<file path="src/rtl/mem_unit_if.sv">
// Byte-addressed RAM request/response bus between mem_unit (master) and the RAM (slave).
interface mem_unit_if #(
  parameter int unsigned ADDR_W = 32,
  parameter int unsigned BUS_W  = 8
);
  logic              mem_req_o;
  logic              mem_we_o;
  logic [ADDR_W-1:0] mem_addr_o;
  logic [BUS_W-1:0]  mem_wdata_o;
  logic              mem_ack_i;
  logic [BUS_W-1:0]  mem_rdata_i;

  modport master (
    output mem_req_o, mem_we_o, mem_addr_o, mem_wdata_o,
    input  mem_ack_i, mem_rdata_i
  );

  modport slave (
    input  mem_req_o, mem_we_o, mem_addr_o, mem_wdata_o,
    output mem_ack_i, mem_rdata_i
  );
endinterface

</file>
<file path="src/rtl/mem_unit.sv">
// Pipeline MEM stage: splits B/H/W loads and stores into BUS_W-wide RAM beats and stalls upstream.
// Op codes: NONE=0 LB=1 LBU=2 LH=3 LHU=4 LW=5 SB=6 SH=7 SW=8. Optional MEM_MISALIGN_EN adds misalign_o.
module mem_unit #(
  parameter int unsigned XLEN   = 32,
  parameter int unsigned ADDR_W = 32,
  parameter int unsigned BUS_W  = 8
) (
  input  logic              clk,
  input  logic              rst,
  input  logic              valid_i,
  input  logic [3:0]        op_i,
  input  logic [ADDR_W-1:0] addr_i,
  input  logic [4:0]        w_addr_i,
  input  logic              w_req_i,
  input  logic [XLEN-1:0]   w_data_i,
  output logic [4:0]        w_addr_o,
  output logic              w_req_o,
  output logic [XLEN-1:0]   w_data_o,
  output logic              mem_stall_o,
`ifdef MEM_MISALIGN_EN
  output logic              misalign_o,
`endif
  mem_unit_if.master        mem
);
  localparam int unsigned BPB    = BUS_W / 8;
  localparam int unsigned SLOTS  = 32 / BUS_W;
  localparam int unsigned BEAT_W = 2;

  localparam logic [3:0] OP_LB  = 4'd1;
  localparam logic [3:0] OP_LBU = 4'd2;
  localparam logic [3:0] OP_LH  = 4'd3;
  localparam logic [3:0] OP_LHU = 4'd4;
  localparam logic [3:0] OP_LW  = 4'd5;
  localparam logic [3:0] OP_SB  = 4'd6;
  localparam logic [3:0] OP_SH  = 4'd7;
  localparam logic [3:0] OP_SW  = 4'd8;

  typedef enum logic [1:0] {S_IDLE, S_ACCESS, S_DONE} state_e;

  state_e              state_q, state_d;
  logic [BEAT_W-1:0]   beat_q, beat_d;
  logic [3:0]          op_q, op_d;
  logic [ADDR_W-1:0]   addr_q, addr_d;
  logic [31:0]         sdata_q, sdata_d;
  logic [31:0]         result_q, result_d;
  logic [4:0]          waddr_q, waddr_d;
  logic                wreq_q, wreq_d;
  logic [BUS_W-1:0]    beat_wdata, lane_mask;
  logic                misaligned_c;

  function automatic logic [2:0] op_size(input logic [3:0] op);
    case (op)
      OP_LB, OP_LBU, OP_SB: return 3'd1;
      OP_LH, OP_LHU, OP_SH: return 3'd2;
      OP_LW, OP_SW:         return 3'd4;
      default:              return 3'd0;
    endcase
  endfunction

  function automatic logic is_store(input logic [3:0] op);
    return (op == OP_SB) || (op == OP_SH) || (op == OP_SW);
  endfunction

  function automatic logic [BEAT_W-1:0] last_beat(input logic [2:0] size);
    return BEAT_W'((int'(size) + int'(BPB) - 1) / int'(BPB) - 1);
  endfunction

  function automatic logic [XLEN-1:0] extend(input logic [3:0] op, input logic [31:0] r);
    case (op)
      OP_LB:   return XLEN'($signed(r[7:0]));
      OP_LBU:  return XLEN'(r[7:0]);
      OP_LH:   return XLEN'($signed(r[15:0]));
      OP_LHU:  return XLEN'(r[15:0]);
      default: return XLEN'(r);
    endcase
  endfunction

`ifdef MEM_MISALIGN_EN
  assign misaligned_c = ((op_size(op_i) == 3'd2) && addr_i[0]) ||
                        ((op_size(op_i) == 3'd4) && (addr_i[1:0] != 2'b00));
  // Single-cycle flag: the op is dropped in IDLE, never reaching ACCESS.
  assign misalign_o   = rst && (state_q == S_IDLE) && valid_i &&
                        (op_size(op_i) != 3'd0) && misaligned_c;
`else
  assign misaligned_c = 1'b0;
`endif

  always_comb begin : next_state_outputs
    state_d  = state_q;
    beat_d   = beat_q;
    op_d     = op_q;
    addr_d   = addr_q;
    sdata_d  = sdata_q;
    result_d = result_q;
    waddr_d  = waddr_q;
    wreq_d   = wreq_q;
    beat_wdata = '0;
    lane_mask  = '0;
    w_addr_o    = w_addr_i;
    w_req_o     = w_req_i;
    w_data_o    = w_data_i;
    mem_stall_o = 1'b0;
    mem.mem_req_o   = 1'b0;
    mem.mem_we_o    = 1'b0;
    mem.mem_addr_o  = '0;
    mem.mem_wdata_o = '0;

    case (state_q)
      S_IDLE: begin
        if (valid_i && (op_size(op_i) != 3'd0)) begin
          w_req_o = 1'b0;
          if (!misaligned_c) begin
            mem_stall_o = 1'b1;
            op_d     = op_i;
            addr_d   = addr_i;
            sdata_d  = w_data_i[31:0];
            waddr_d  = w_addr_i;
            wreq_d   = w_req_i;
            beat_d   = '0;
            result_d = '0;
            state_d  = S_ACCESS;
          end
        end
      end
      S_ACCESS: begin
        mem_stall_o = 1'b1;
        w_req_o     = 1'b0;
        for (int k = 0; k < int'(SLOTS); k++) begin
          if (beat_q == BEAT_W'(k)) beat_wdata = sdata_q[k*BUS_W +: BUS_W];
        end
        // Lanes past the access size stay zero on a partial beat.
        for (int b = 0; b < int'(BPB); b++) begin
          if (int'(beat_q) * int'(BPB) + b < int'(op_size(op_q))) lane_mask[b*8 +: 8] = 8'hFF;
        end
        mem.mem_req_o  = 1'b1;
        mem.mem_we_o   = is_store(op_q);
        mem.mem_addr_o = addr_q + ADDR_W'(int'(beat_q) * int'(BPB));
        if (is_store(op_q)) mem.mem_wdata_o = beat_wdata & lane_mask;
        if (mem.mem_ack_i) begin
          for (int k = 0; k < int'(SLOTS); k++) begin
            if (beat_q == BEAT_W'(k)) result_d[k*BUS_W +: BUS_W] = mem.mem_rdata_i;
          end
          if (beat_q == last_beat(op_size(op_q))) state_d = S_DONE;
          else                                    beat_d  = beat_q + BEAT_W'(1);
        end
      end
      S_DONE: begin
        w_addr_o = waddr_q;
        w_req_o  = wreq_q && !is_store(op_q);
        w_data_o = extend(op_q, result_q);
        state_d  = S_IDLE;
      end
      default: state_d = S_IDLE;
    endcase

    // Outputs go quiet the instant reset asserts, not at the next edge.
    if (!rst) begin
      w_addr_o        = '0;
      w_req_o         = 1'b0;
      w_data_o        = '0;
      mem_stall_o     = 1'b0;
      mem.mem_req_o   = 1'b0;
      mem.mem_we_o    = 1'b0;
      mem.mem_addr_o  = '0;
      mem.mem_wdata_o = '0;
    end
  end

  always_ff @(posedge clk or negedge rst) begin : state_regs
    if (!rst) begin
      state_q  <= S_IDLE;
      beat_q   <= '0;
      op_q     <= '0;
      addr_q   <= '0;
      sdata_q  <= '0;
      result_q <= '0;
      waddr_q  <= '0;
      wreq_q   <= 1'b0;
    end else begin
      state_q  <= state_d;
      beat_q   <= beat_d;
      op_q     <= op_d;
      addr_q   <= addr_d;
      sdata_q  <= sdata_d;
      result_q <= result_d;
      waddr_q  <= waddr_d;
      wreq_q   <= wreq_d;
    end
  end
endmodule

</file>
<file path="src/flat_wrapper.sv">
// flat-port wrapper written by rule: the top's interface ports become plain ports
module mem_unit_flat 
#(
  parameter int unsigned XLEN   = 32,
  parameter int unsigned ADDR_W = 32,
  parameter int unsigned BUS_W  = 8
)
  (clk, rst, valid_i, op_i, addr_i, w_addr_i, w_req_i, w_data_i, w_addr_o, w_req_o, w_data_o, mem_stall_o, mem_mem_req_o, mem_mem_we_o, mem_mem_addr_o, mem_mem_wdata_o, mem_mem_ack_i, mem_mem_rdata_i);
  mem_unit_if #(.ADDR_W(ADDR_W), .BUS_W(BUS_W)) mem_i ();
  input  logic clk;
  input  logic rst;
  input  logic valid_i;
  input  logic [3:0] op_i;
  input  logic [ADDR_W-1:0] addr_i;
  input  logic [4:0] w_addr_i;
  input  logic w_req_i;
  input  logic [XLEN-1:0] w_data_i;
  output logic [4:0] w_addr_o;
  output logic w_req_o;
  output logic [XLEN-1:0] w_data_o;
  output logic mem_stall_o;
  output wire logic [$bits(mem_i.mem_req_o)-1:0] mem_mem_req_o;
  output wire logic [$bits(mem_i.mem_we_o)-1:0] mem_mem_we_o;
  output wire logic [$bits(mem_i.mem_addr_o)-1:0] mem_mem_addr_o;
  output wire logic [$bits(mem_i.mem_wdata_o)-1:0] mem_mem_wdata_o;
  input wire logic [$bits(mem_i.mem_ack_i)-1:0] mem_mem_ack_i;
  input wire logic [$bits(mem_i.mem_rdata_i)-1:0] mem_mem_rdata_i;
  assign mem_mem_req_o = mem_i.mem_req_o;
  assign mem_mem_we_o = mem_i.mem_we_o;
  assign mem_mem_addr_o = mem_i.mem_addr_o;
  assign mem_mem_wdata_o = mem_i.mem_wdata_o;
  assign mem_i.mem_ack_i = mem_mem_ack_i;
  assign mem_i.mem_rdata_i = mem_mem_rdata_i;
  mem_unit #(.XLEN(XLEN), .ADDR_W(ADDR_W), .BUS_W(BUS_W)) u_core (.clk(clk), .rst(rst), .valid_i(valid_i), .op_i(op_i), .addr_i(addr_i), .w_addr_i(w_addr_i), .w_req_i(w_req_i), .w_data_i(w_data_i), .w_addr_o(w_addr_o), .w_req_o(w_req_o), .w_data_o(w_data_o), .mem_stall_o(mem_stall_o), .mem(mem_i));
endmodule
</file>
<file path="config.mk">
export PLATFORM = sky130hd
export DESIGN_NAME = mem_unit_flat
export DESIGN_NICKNAME = d
export VERILOG_FILES = /design/src/rtl/mem_unit_if.sv /design/src/rtl/mem_unit.sv /design/src/flat_wrapper.sv
export SDC_FILE = /design/constraint.sdc
export NUM_CORES = 1
export LEC_CHECK = 0
export CORE_MARGIN = 2
export CORE_UTILIZATION = 50
export CTS_CLUSTER_DIAMETER = 50
export CTS_CLUSTER_SIZE = 28
export DETAILED_ROUTE_END_ITERATION = 10
export PLACE_DENSITY = 0.82
export SLEW_MARGIN = 20
export SYNTH_ARGS = -nofsm -noshare
export SYNTH_HDL_FRONTEND = slang
export SYNTH_SLANG_ARGS = --single-unit
</file>
<file path="constraint.sdc">
create_clock -name clk -period 2.65 [get_ports clk]
set_input_delay 0.53 -clock clk [delete_from_list [all_inputs] [get_ports clk]]
set_output_delay 0.53 -clock clk [all_outputs]
set_load 0.02 [all_outputs]
</file>
**After elaboration in Yosys (flattened, before gate mapping)**

Memories as Yosys holds them, arrays and structs flattened.
Cells that the tools add are included.

- Bits in registers: 110
- Memory bits (read-only): 144
- Input bits: 86
- Output and inout port bits: 81
- Word-level logic and storage cells: 104
- Memories kept: 3

- $add $sub $neg: 5
- Order comparisons: 1
- Eq/ne operators: 21
- Mux-type cells: 46
- Bitwise logic cells: 1
- Reductions and logical operators: 16

Memories:

| name | words | width | rd ports | clocked after Yosys merged registers in | wr ports | line | source |
|---|---|---|---|---|---|---|---|
| (name not given) | 16 | 3 | 1 | 0 | 0 | mem_unit.sv:52 | `case (op)` |
| (name not given) | 16 | 3 | 1 | 0 | 0 | mem_unit.sv:52 |  |
| (name not given) | 16 | 3 | 1 | 0 | 0 | mem_unit.sv:52 |  |

Operators with widths:

| cell | number |
|---|---|
| 32-bit two-way mux | 6 |
| 32-bit one-hot mux with 4 select lines | 1 |
| 8-bit two-way mux | 14 |
| 32-bit one-hot mux with 2 select lines | 1 |
| 32-bit by 2-bit adder with 32-bit output | 1 |
| 4-bit AND reduction | 5 |
| 2-bit two-way mux | 8 |
| 4-bit by 3-bit == test with 1-bit output, second input constant | 3 |
| 2-bit by 1-bit inequality test with 1-bit output, second input constant | 6 |
| 5-bit two-way mux | 2 |
| 8-bit AND | 1 |
| 4-bit by 2-bit == test with 1-bit output, second input constant | 2 |
| 1-bit two-way mux | 8 |
| 2-bit one-hot mux with 2 select lines | 2 |
| 2-bit == test, second input constant | 3 |
| 3-bit two-way mux | 2 |
| 2-bit by 1-bit adder with 2-bit output, second input constant | 2 |
| 2-bit by 1-bit == test with 1-bit output, second input constant | 2 |
| 4-bit by 1-bit == test with 1-bit output, second input constant | 1 |
| 4-bit == test, second input constant | 1 |
| 2-bit zero test | 2 |
| 2-bit inequality test, second input constant | 2 |
| 2-bit subtractor, second input constant | 2 |
| 2-bit by 3-bit < comparator with 1-bit output | 1 |
| other kinds (10) | 12 |

**Longest topological paths before layout**

Gate-level depths: netlist of run 1.

- Depth after elaboration: 10
- Gate-level depth with buffers: 11

**Worst setup path before layout of run 1**

No wires, ideal clock.

- Path kind: flip-flop to output port
- Start: register u_core.beat_q[0]
- End: output mem_mem_addr_o[14]
- Data arrival time: 2.084 ns
- Required time: 2.120 ns
- Setup slack: 0.036 ns
- Cell stages (with the launch flop): 8
- Cell sequence: dfrtp_1 > ha_1 > fa_1 > nand3_1 > or2_2 > clkbuf_1 > or3_1 > a21oi_1

- Cells in the longest elaborated chain, start to end: 3

Ends and longest elaborated chain:

| element | line | source |
|---|---|---|
| from (decl) | mem_unit.sv:41 | `logic [BEAT_W-1:0] beat_q, beat_d;` |
| from (signal assigned) | mem_unit.sv:181 | `beat_q <= beat_d;` |
| 32-bit by 2-bit adder with 32-bit output | mem_unit.sv:137 | `mem.mem_addr_o = addr_q + ADDR_W'(int'(beat_q) * int'(BPB));` |
| 32-bit two-way mux | mem_unit.sv:108 | `case (state_q)` |
| 32-bit two-way mux | mem_unit.sv:157 | `if (!rst) begin` |
| to (decl) | flat_wrapper.sv:24 | `output wire logic [$bits(mem_i.mem_addr_o)-1:0] mem_mem_addr_o;` |

Every way passes these cells.

**Final worst setup path of run 1**

- Start: register u_core.beat_q[1]
- End: output mem_mem_addr_o[31]

The elaborated chain is that of the path after synthesis.

==> run metrics, run 1 <==
Rows=between 40 and 50; top post-synthesis cells by area=dfrtp_1 (43%), mux2_1 (12%), nand2_1 (7.1%), o21ai_0 (5.4%), nor2_1 (3.6%); Startpoint Class=flip-flop; number of global-route vias before repair=between 6000 and 7000; Required @ worst endpoint=about 2100 ps; actual slew at the worst max-slew pin=between 500 and 600 ps; failing checks=setup timing; clk sinks=110; RSZ-0062 raised after global routing=true; CTS Buf Count=9; Antenna Cells=0; Worst Setup End Kind=output port; Routed WL=between 20000 and 25000 um; flops & latches, synth=110; Crit path max-delay family=simple AND/OR/NAND/NOR gates; initial antenna violation count=0; register area share after synthesis=around 43%; largest net degree at the start of global routing=38; DRC=0; fin crit period=between 2000 and 3000 ps; top cells by instance count after synthesis=nand2_1 (121), dfrtp_1 (110), mux2_1 (70); Initial Util=51.0%; Synth Warn #=0; All-Layer GR Usage=a little under a third; hold crit path type=in2async; CP Data Arrival Time=2370 ps; leakage=about 4.3 nW; Die W=around 120 um; first-pass GRT wire length=between 30000 and 40000 um; CTS Hold Bufs=0; total die area=between 0.01 and 0.015 mm^2; CTS tree=done; setup ws final=-252 ps; die height=approximately 120 um; Worst-Skew Late Latency=roughly 360 ps; final hold violation count=0; CTS clk-pin slew, worst paths=80 ps; max_slew headroom=between 60% and 70%; syn_area_per_cell=slightly above 9 um^2; CP dominant cell by count=buf_6; register-to-register setup slack=approximately 270 ps; Power Dens Cells=roughly 1000 mW/mm^2; synthesized area=0.00641 mm^2; CP max-delay cell=dfrtp_1; pre-CTS WS=-831 ps; Tcrit/Tclk final=109%; synthesis-to-finish area growth=53.1%; synthesized net count=about 800; wire per inst=around 19 um; setup violators final=a little over 40; Mapped Cells=between 600 and 700; Clock Tree Buf Depth=2; EDFF count, synth=0; GP Congestion=0.961; crit-path max FO=3; initial DRC count=496; Max VDD drop=around 450 uV; H-tree depth=3; antenna-violating nets left=0; area occupied by multi-input gates=0.00398 mm^2; HPWL after detailed placement=around 15000 um; status=finished, violations left; Via Count=~6400; WP buf/inv=3; storage element area=approximately 0.0028 mm^2; I/O pin count=167; Worst path max stage delay=410 ps; fmax=about 0.34 GHz; number of max-cap violations=0; leading area contributor after synthesis=dfrtp_1; nets@finish=1040; asr flop ratio synth=100%; post-synth top area share=around 43%; Overflow after GRT=0; placeable core area=0.0126 mm^2; final clock skew=around 11 ps; vias per cell=around 5.7; share of cells above drive strength 1=30.8%; Core Util, Final=slightly below 80%; most common cell in the netlist=nand2_1; drt first pass iters=7; root buffer selected by CTS=clkbuf_16; Distinct cells, synth=52; fill count=800; Synth Flop Type=dfrtp_1; Slew Limit Fails=0; Critical Setup Path Class=reg2out; CP cell instances=buf_6, ha_4, a21oi_4, buf_6, nor3_4, nand4_1, or3_1, a21oi_1, buf_4; Port Buffer Count=around 170
==> cell usage in the layout, fill, tap and decap left out, types with 6 or more instances in the layout <==
| master | n |
|---|---|
| dlygate4sd2_1 | 16 |
| buf_12 | 9 |
| and3_1 | 9 |
| a21boi_0 | 13 |
| xnor2_1 | 10 |
| nor2_1 | 50 |
| buf_2 | 16 |
| a21oi_4 | 6 |
| nor3_1 | 8 |
| nor2_2 | 11 |
| mux2_1 | 70 |
| dfrtp_1 | 109 |
| inv_1 | 6 |
| clkdlybuf4s50_1 | 83 |
| nor4_4 | 8 |
| buf_6 | 33 |
| a21oi_1 | 11 |
| a21oi_2 | 23 |
| buf_4 | 110 |
| nor2b_1 | 11 |
| ha_4 | 9 |
| nand2_1 | 118 |
| clkbuf_16 | 9 |
| xor2_1 | 14 |
| nand3_1 | 6 |
| nand4_1 | 10 |
| o21ai_0 | 66 |
==> final cells by class <==
type,instances,share of cell area [%]
Multi-Input combinational cell,532,40.6
Sequential cell,110,28.0
Timing Repair Buffer,274,25.5
Clock buffer,9,2.29
Tap cell,172,2.19
Clock inverter,7,1.03
Inverter,10,0.382
==> kinds of logic (layout without fill, tap and decap cells) <==
| kind of cell | count (synthesis) | in the layout | share of synthesized area, % |
|---|---|---|---|
| compound gates | 145 | 145 | 13.0 |
| simple gates | 273 | 273 | 19.6 |
| buf+inv | 51 | 300 | 5.01 |
| mux | 72 | 72 | 12.6 |
| flops | 110 | 110 | 42.9 |
| xor+xnor | 25 | 25 | 3.41 |
| fa+ha+maj | 17 | 17 | 3.43 |
==> report_power, final <==
part	internal [mW]	switching (mW)
registers	2.49	0.667
clock network	0.841	0.660
logic	2.56	2.82
total	5.90	4.15
==> metal layers <==
layer  wire, um  track usage, %  share of wire, %
met5          0               0                 0
met4        501            7.61               2.3
met3       1890            6.08               8.7
met2      10700            52.7                49
met1       8590            38.2                40
==> metrics by stage <==
stage | hold WS (ps) | cells | cell area [um^2] | power [mW] | setup TNS (ps)
6_report | 181 | 1114 | 9820 | 10.0 | -4810
5_1_grt | 176 | 1114 | 9820 | 10.6 | -7740
4_1_cts | 183 | 1103 | 9460 | 9.34 | -4270
3_5_place_dp | 476 | 1077 | 8760 | 7.59 | -55630
3_3_place_gp | 467 | 1077 | 8760 | 7.38 | -47520
2_1_floorplan | 234 | 693 | 6410 | 5.54 | 0
==> path summary, 6_finish.rpt <==
| path | start | end | cells past startpoint |
|---|---|---|---|
| min | rst | u_core.sdata_q[29] | 2 |
| max in group asynchronous | rst | u_core.sdata_q[11] | 4 |
| max | u_core.beat_q[1] | mem_mem_addr_o[31] | 9 |
| min reg2reg | u_core.sdata_q[23] | u_core.sdata_q[23] | 1 |
| min in group clk | u_core.sdata_q[23] | u_core.sdata_q[23] | 1 |
| max reg2reg | u_core.op_q[0] | u_core.state_q[0] | 9 |
==> state kept, by name, summed over array words and instances, names as in the netlist <==
signal           cells
u_core.op_q          4
u_core.waddr_q       5
u_core.beat_q        2
u_core.addr_q       32
u_core.sdata_q      32
u_core.wreq_q        1
u_core.state_q       2
u_core.result_q     32
==> what timing repair did <==
action / 4_1_cts / 5_1_grt
pin swaps: 32 / 49
setup endpoints to repair: 166 / 64
gates cloned: 1 / 1
buffers inserted: 9 / 13
resized for setup: 348 / 126
(Power assumes the default switching activity.)
==> run 2: changes to the inputs <==
- CORE_UTILIZATION: 50 -> 40
- PLACE_DENSITY: 0.82 -> 0.68
==> run 2 against run 1 <==
  * The run still ends with setup timing left
  * Core utilization fell by 16 points
  * Cell count is 3.9% higher
  * Clock power is 5% lower
  * Fmax down 0.43%
  * Design area decreased by 0.80%
  * Critical path depth rose by 4
  * Die area is 24% higher
  * First-iteration DRC count shrank 27%
  * Sequential share of layout area is 0.21 points higher
  * Register-to-register slack about the same
  * Clock-buffer cell count is 1 higher
  * Sequential power down 3%
==> run metrics, run 2 (same netlist as run 1, synthesis figures left out) <==
HPWL after detailed placement=approximately 14000 um; Core Util, Final=61.8%; fill count=roughly 1400; Startpoint Class=flip-flop; Pwr Total=roughly 9.7 mW; Overflow after GRT=0; die height=about 130 um; leakage=approximately 4.2 nW; switching power=~4.0 mW; RSZ-0062 raised after global routing=true; hold crit path type=in2async; initial DRC count=360; sequential share of power=a little under a third; total negative setup slack=-5040 ps; total die area=approximately 0.017 mm^2; setup ws final=-264 ps; wire per inst=~17 um; H-tree depth=3; Worst path max stage delay=around 400 ps; final clock skew=10.1 ps; Via Count=approximately 6100; CP Data Arrival Time=~2400 ps; placeable core area=approximately 0.016 mm^2; status=finished, violations left; Slew Limit Fails=0; Max VDD drop=444 uV; final hold violation count=0; I/O pin count=around 170; actual slew at the worst max-slew pin=about 440 ps; root buffer selected by CTS=clkbuf_16; vias per cell=5.26; non-filler instance count after layout=1158; Port Buffer Count=166; Initial Util=about 40%; biggest regs=u_core.addr_q: 32 flops, u_core.result_q: 32 flops, u_core.sdata_q: 32 flops; Critical Setup Path Class=reg2out; fmax=0.343 GHz; synthesis-to-finish area growth=51.9%; failing checks=setup timing; antenna-violating nets left=0; CTS tree=done; clk sinks=110; first-pass GRT wire length=between 30000 and 40000 um; Tcrit/Tclk final=110%; Rows=46; Net Sw Frac=between 40% and 50%; CP max-delay cell=dfrtp_1; fin crit period=2910 ps; crit-path max FO=8; Comb pwr share=between 50% and 60%; drt first pass iters=5; Die W=between 100 and 150 um; commonest non-fill, non-tap cell in the layout=nand2_1; All-Layer GR Usage=around 23%; Clock power frac=between 10 and 15%; placed insts=between 1000 and 1500; hold slack=88.5 ps; max_slew headroom=a little over two thirds; largest net degree at the start of global routing=37; GP Congestion=approximately 0.88; Routed WL=~20000 um; CTS Buf Count=9; Antenna Cells=0; nets@finish=roughly 1000; CP cell instances=inv_2, buf_6, ha_4, and2_4, a21oi_2, nor2_1, ha_2, inv_2, a21oi_2, o21ai_1, a21o_4, nor2_4, buf_6; DRC=0; commonest cells after routing, fill and taps aside=nand2_1 (121), buf_4 (114), dfrtp_1 (110); Worst Setup End Kind=output port; CTS clk-pin slew, worst paths=approximately 70 ps; internal power=about 5.8 mW; Power Dens Cells=roughly 1000 mW/mm^2; setup violators final=35; initial antenna violation count=0; Worst-Skew Late Latency=360 ps; Clock Tree Buf Depth=2; number of max-cap violations=0; share of cells above drive strength 1=a little under a third; Required @ worst endpoint=~2100 ps; number of global-route vias before repair=5822
## run 2: cell types whose count changed in the layout (fill, tap and decap cells not counted), moves of 4 or more
| cell | change |
|---|---|
| a21oi_4 | -4 |
| buf_12 | +4 |
| buf_4 | +4 |
| buf_6 | -11 |
| dlymetal6s2s_1 | -4 |
| ha_2 | +5 |
| ha_4 | -5 |
| nor2_2 | -7 |
| nor2_4 | +8 |
## run 2: layout make-up
cell class	instances	area [um^2]	share of cell area, %
multi-input cells	532	3890	39.9
clock buffers	10	239	2.45
repair buffers	275	2490	25.5
flip-flops and latches	110	2750	28.3
clock inverters	5	67.6	0.693
well taps	216	270	2.77
inverters	10	37.5	0.385
## run 2: power groups by stage
stage	registers (mW)	clock network, mW	logic [mW]
floorplan	2.97	0	2.57
global placement	2.99	0	4.52
detailed placement	3.02	0	4.61
CTS	3.04	1.45	4.92
global route	3.17	1.51	5.70
finish	3.07	1.43	5.26
## run 2: path summary, 6_finish.rpt
kind / from / end / slack [ps] / depth (start not counted)
worst min register to register: u_core.sdata_q[24] / u_core.sdata_q[24] / 490 / 1
max in group asynchronous: rst / u_core.op_q[3] / 1770 / 4
worst min-delay path: rst / u_core.result_q[6] / 90 / 2
min in group clk: u_core.sdata_q[24] / u_core.sdata_q[24] / 490 / 1
worst max-delay path: u_core.op_q[0] / mem_mem_wdata_o[5] / -260 / 13
worst max register to register: u_core.op_q[1] / u_core.state_q[0] / 280 / 9
## run 2: what timing repair did
action / in CTS / in global routing
setup buffers: 12 / 10
cloned: 1 / 0
pin swaps: 17 / 40
endpoints found under the setup margin: 167 / 61
gates resized for setup: 359 / 86
hold buffers: 0 / 0
## run 2: worst max-delay path, delay by kind of cell (launching register included)
| kind | cells | cell delay (ps) |
|---|---|---|
| buf+inv | 4 | 370 |
| compound gates | 4 | 560 |
| flops | 1 | 400 |
| fa+ha+maj | 2 | 310 |
| simple gates | 3 | 390 |
## run 2: through the flow
| step | area, um^2 | setup WS, ps |
|---|---|---|
| after floorplan | 6410 | 35.7 |
| after global placement | 8870 | -796 |
| after detailed placement | 8870 | -843 |
| after CTS | 9450 | -264 |
| after global routing | 9740 | -350 |
| final | 9740 | -264 |
## run 2: layer usage
layer	GRT usage, %	vias to the layer above	wire length, um
met5	0	-	0
met4	6.32	0	299
met3	4.64	27	1510
met2	38.4	227	9880
met1	30.5	2945	8550
li1	-	2896	-
==> run 3: changes to the inputs <==
- CORE_MARGIN: 2 -> 10
==> run 3 against run 2 <==
  * The flow still finishes with violations (setup timing)
  * Setup slack better by 3.3 ps
  * Cell count down 0.26%
  * First-iteration DRC count down 3.6%
  * Core utilization up 0.64 points
  * Combinational power up 2%
  * Total power up 1.8%
  * Clock power up 3%
  * Sequential cell count unchanged
  * Critical endpoint is now mem_mem_wdata_o[1]
  * Largest power group unchanged
==> run metrics, run 3 (same netlist as run 1, synthesis figures left out) <==
Clock power frac=between 10% and 20%; CP Data Arrival Time=approximately 2400 ps; Required @ worst endpoint=roughly 2100 ps; Power Dens Cells=1000 mW/mm^2; hold crit path type=in2async; die height=around 150 um; Antenna Cells=0; sequential share of power=31.1%; internal power=between 5 and 6 mW; DRC=0; H-tree depth=3; setup violators final=33; final hold violation count=0; root buffer selected by CTS=clkbuf_16; setup ws final=-261 ps; Port Buffer Count=166; synthesis-to-finish area growth=54.0%; leakage=4.26 nW; fmax=0.344 GHz; placeable core area=between 0.015 and 0.02 mm^2; CP cell instances=inv_2, ha_4, o21ai_1, nand2b_1, ha_1, a21oi_2, o21ai_1, a21o_4, nor2_4, buf_6; nets@finish=1037; share of cells above drive strength 1=31.3%; Clock Tree Buf Depth=2; Pwr Total=9.93 mW; HPWL after detailed placement=15600 um; Worst Setup End Kind=output port; drt first pass iters=5; first-pass GRT wire length=around 34000 um; max_slew headroom=a little over two thirds; total die area=0.0215 mm^2; Max VDD drop=between 400 and 500 uV; CP max-delay cell=dfrtp_1; largest net degree at the start of global routing=46; Routed WL=roughly 21000 um; fin crit period=about 2900 ps; crit-path max FO=8; clk sinks=110; CTS clk-pin slew, worst paths=around 80 ps; Worst-Skew Late Latency=between 300 and 400 ps; Overflow after GRT=0; failing checks=setup timing; final clock skew=15.3 ps; Worst path max stage delay=around 400 ps; CTS Buf Count=9; Net Sw Frac=41.3%; vias per cell=5.31; wire per inst=18.3 um; actual slew at the worst max-slew pin=449 ps; Slew Limit Fails=0; number of max-cap violations=0; CTS tree=done; All-Layer GR Usage=19.2%; non-filler instance count after layout=roughly 1200; Via Count=approximately 6000; initial DRC count=about 350; Comb pwr share=about 54%; Initial Util=between 40% and 50%; RSZ-0062 raised after global routing=true; antenna-violating nets left=0; Tcrit/Tclk final=110%; placed insts=between 1000 and 1500; Startpoint Class=flip-flop; I/O pin count=167; initial antenna violation count=0; GP Congestion=approximately 0.9; Rows=46; biggest regs=u_core.addr_q: 32 flops, u_core.result_q: 32 flops, u_core.sdata_q: 32 flops; commonest cells after routing, fill and taps aside=nand2_1 (120), buf_4 (118), dfrtp_1 (109); CP dominant cell by count=o21ai_1; Critical Setup Path Class=reg2out; switching power=slightly above 4 mW; commonest non-fill, non-tap cell in the layout=nand2_1; Core Util, Final=roughly 62%; status=finished, violations left; Die W=roughly 150 um; number of global-route vias before repair=~6300
[run 3: path summary, 6_finish.rpt]
kind,startpoint,endpoint,slack [ps],cells past startpoint
hold / removal,rst,u_core.sdata_q[3],160,2
hold reg to reg,u_core.wreq_q,u_core.wreq_q,490,1
setup / recovery,u_core.op_q[1],mem_mem_wdata_o[1],-260,10
min in group clk,u_core.wreq_q,u_core.wreq_q,490,1
max in group asynchronous,rst,u_core.addr_q[16],1800,3
setup reg to reg,u_core.op_q[1],u_core.state_q[0],310,9
[run 3: layout make-up]
type | instances | area [um^2]
well taps | 216 | 270
clock buffers | 9 | 225
repair buffers | 271 | 2470
flip-flops and latches | 110 | 2750
clock inverters | 7 | 101
multi-input cells | 532 | 4020
fillers | 1316 | 5950
inverters | 10 | 37.5
[run 3: per-layer routing]
metal | global-route usage (%) | routed length (um)
met1 | 24.8 | 9150
met2 | 30.6 | 10000
met3 | 5.66 | 1700
met4 | 5.11 | 293
met5 | 0 | 0
[run 3: power groups by stage]
stage | registers, mW | clock network, mW | logic [mW]
2_1_floorplan | 2.97 | 0 | 2.57
3_3_place_gp | 2.99 | 0 | 4.58
3_5_place_dp | 3.02 | 0 | 4.65
4_1_cts | 3.04 | 1.51 | 5.01
5_1_grt | 3.20 | 1.58 | 5.84
6_report | 3.09 | 1.47 | 5.36
[run 3: repair_timing]
| item | CTS | global route |
|---|---|---|
| pin swaps | 30 | 40 |
| buffers inserted | 9 | 8 |
| endpoints found under the hold margin | 0 | 0 |
| resized for setup | 399 | 76 |
| setup endpoints to repair | 161 | 60 |
| gates cloned | 1 | 1 |
| hold buffers | 0 | 0 |
[run 3: stage by stage]
step	setup TNS (ps)	hold WS, ps	setup WS, ps	cell area, um^2
floorplan	0	234	35.7	6410
detailed placement	-52800	475	-767	8860
global placement	-47770	467	-718	8860
CTS	-2870	149	-231	9540
global route	-7850	158	-363	9880
finish	-3420	157	-261	9880
[run 3: worst max-delay path, delay by kind of cell (launching register included)]
kind / cells / cell delay (ps)
adders and majority gates: 2 / 490
buffers and inverters: 2 / 200
AOI/OAI and AO/OA: 4 / 690
and+or+nand+nor: 2 / 230
DFF: 1 / 400
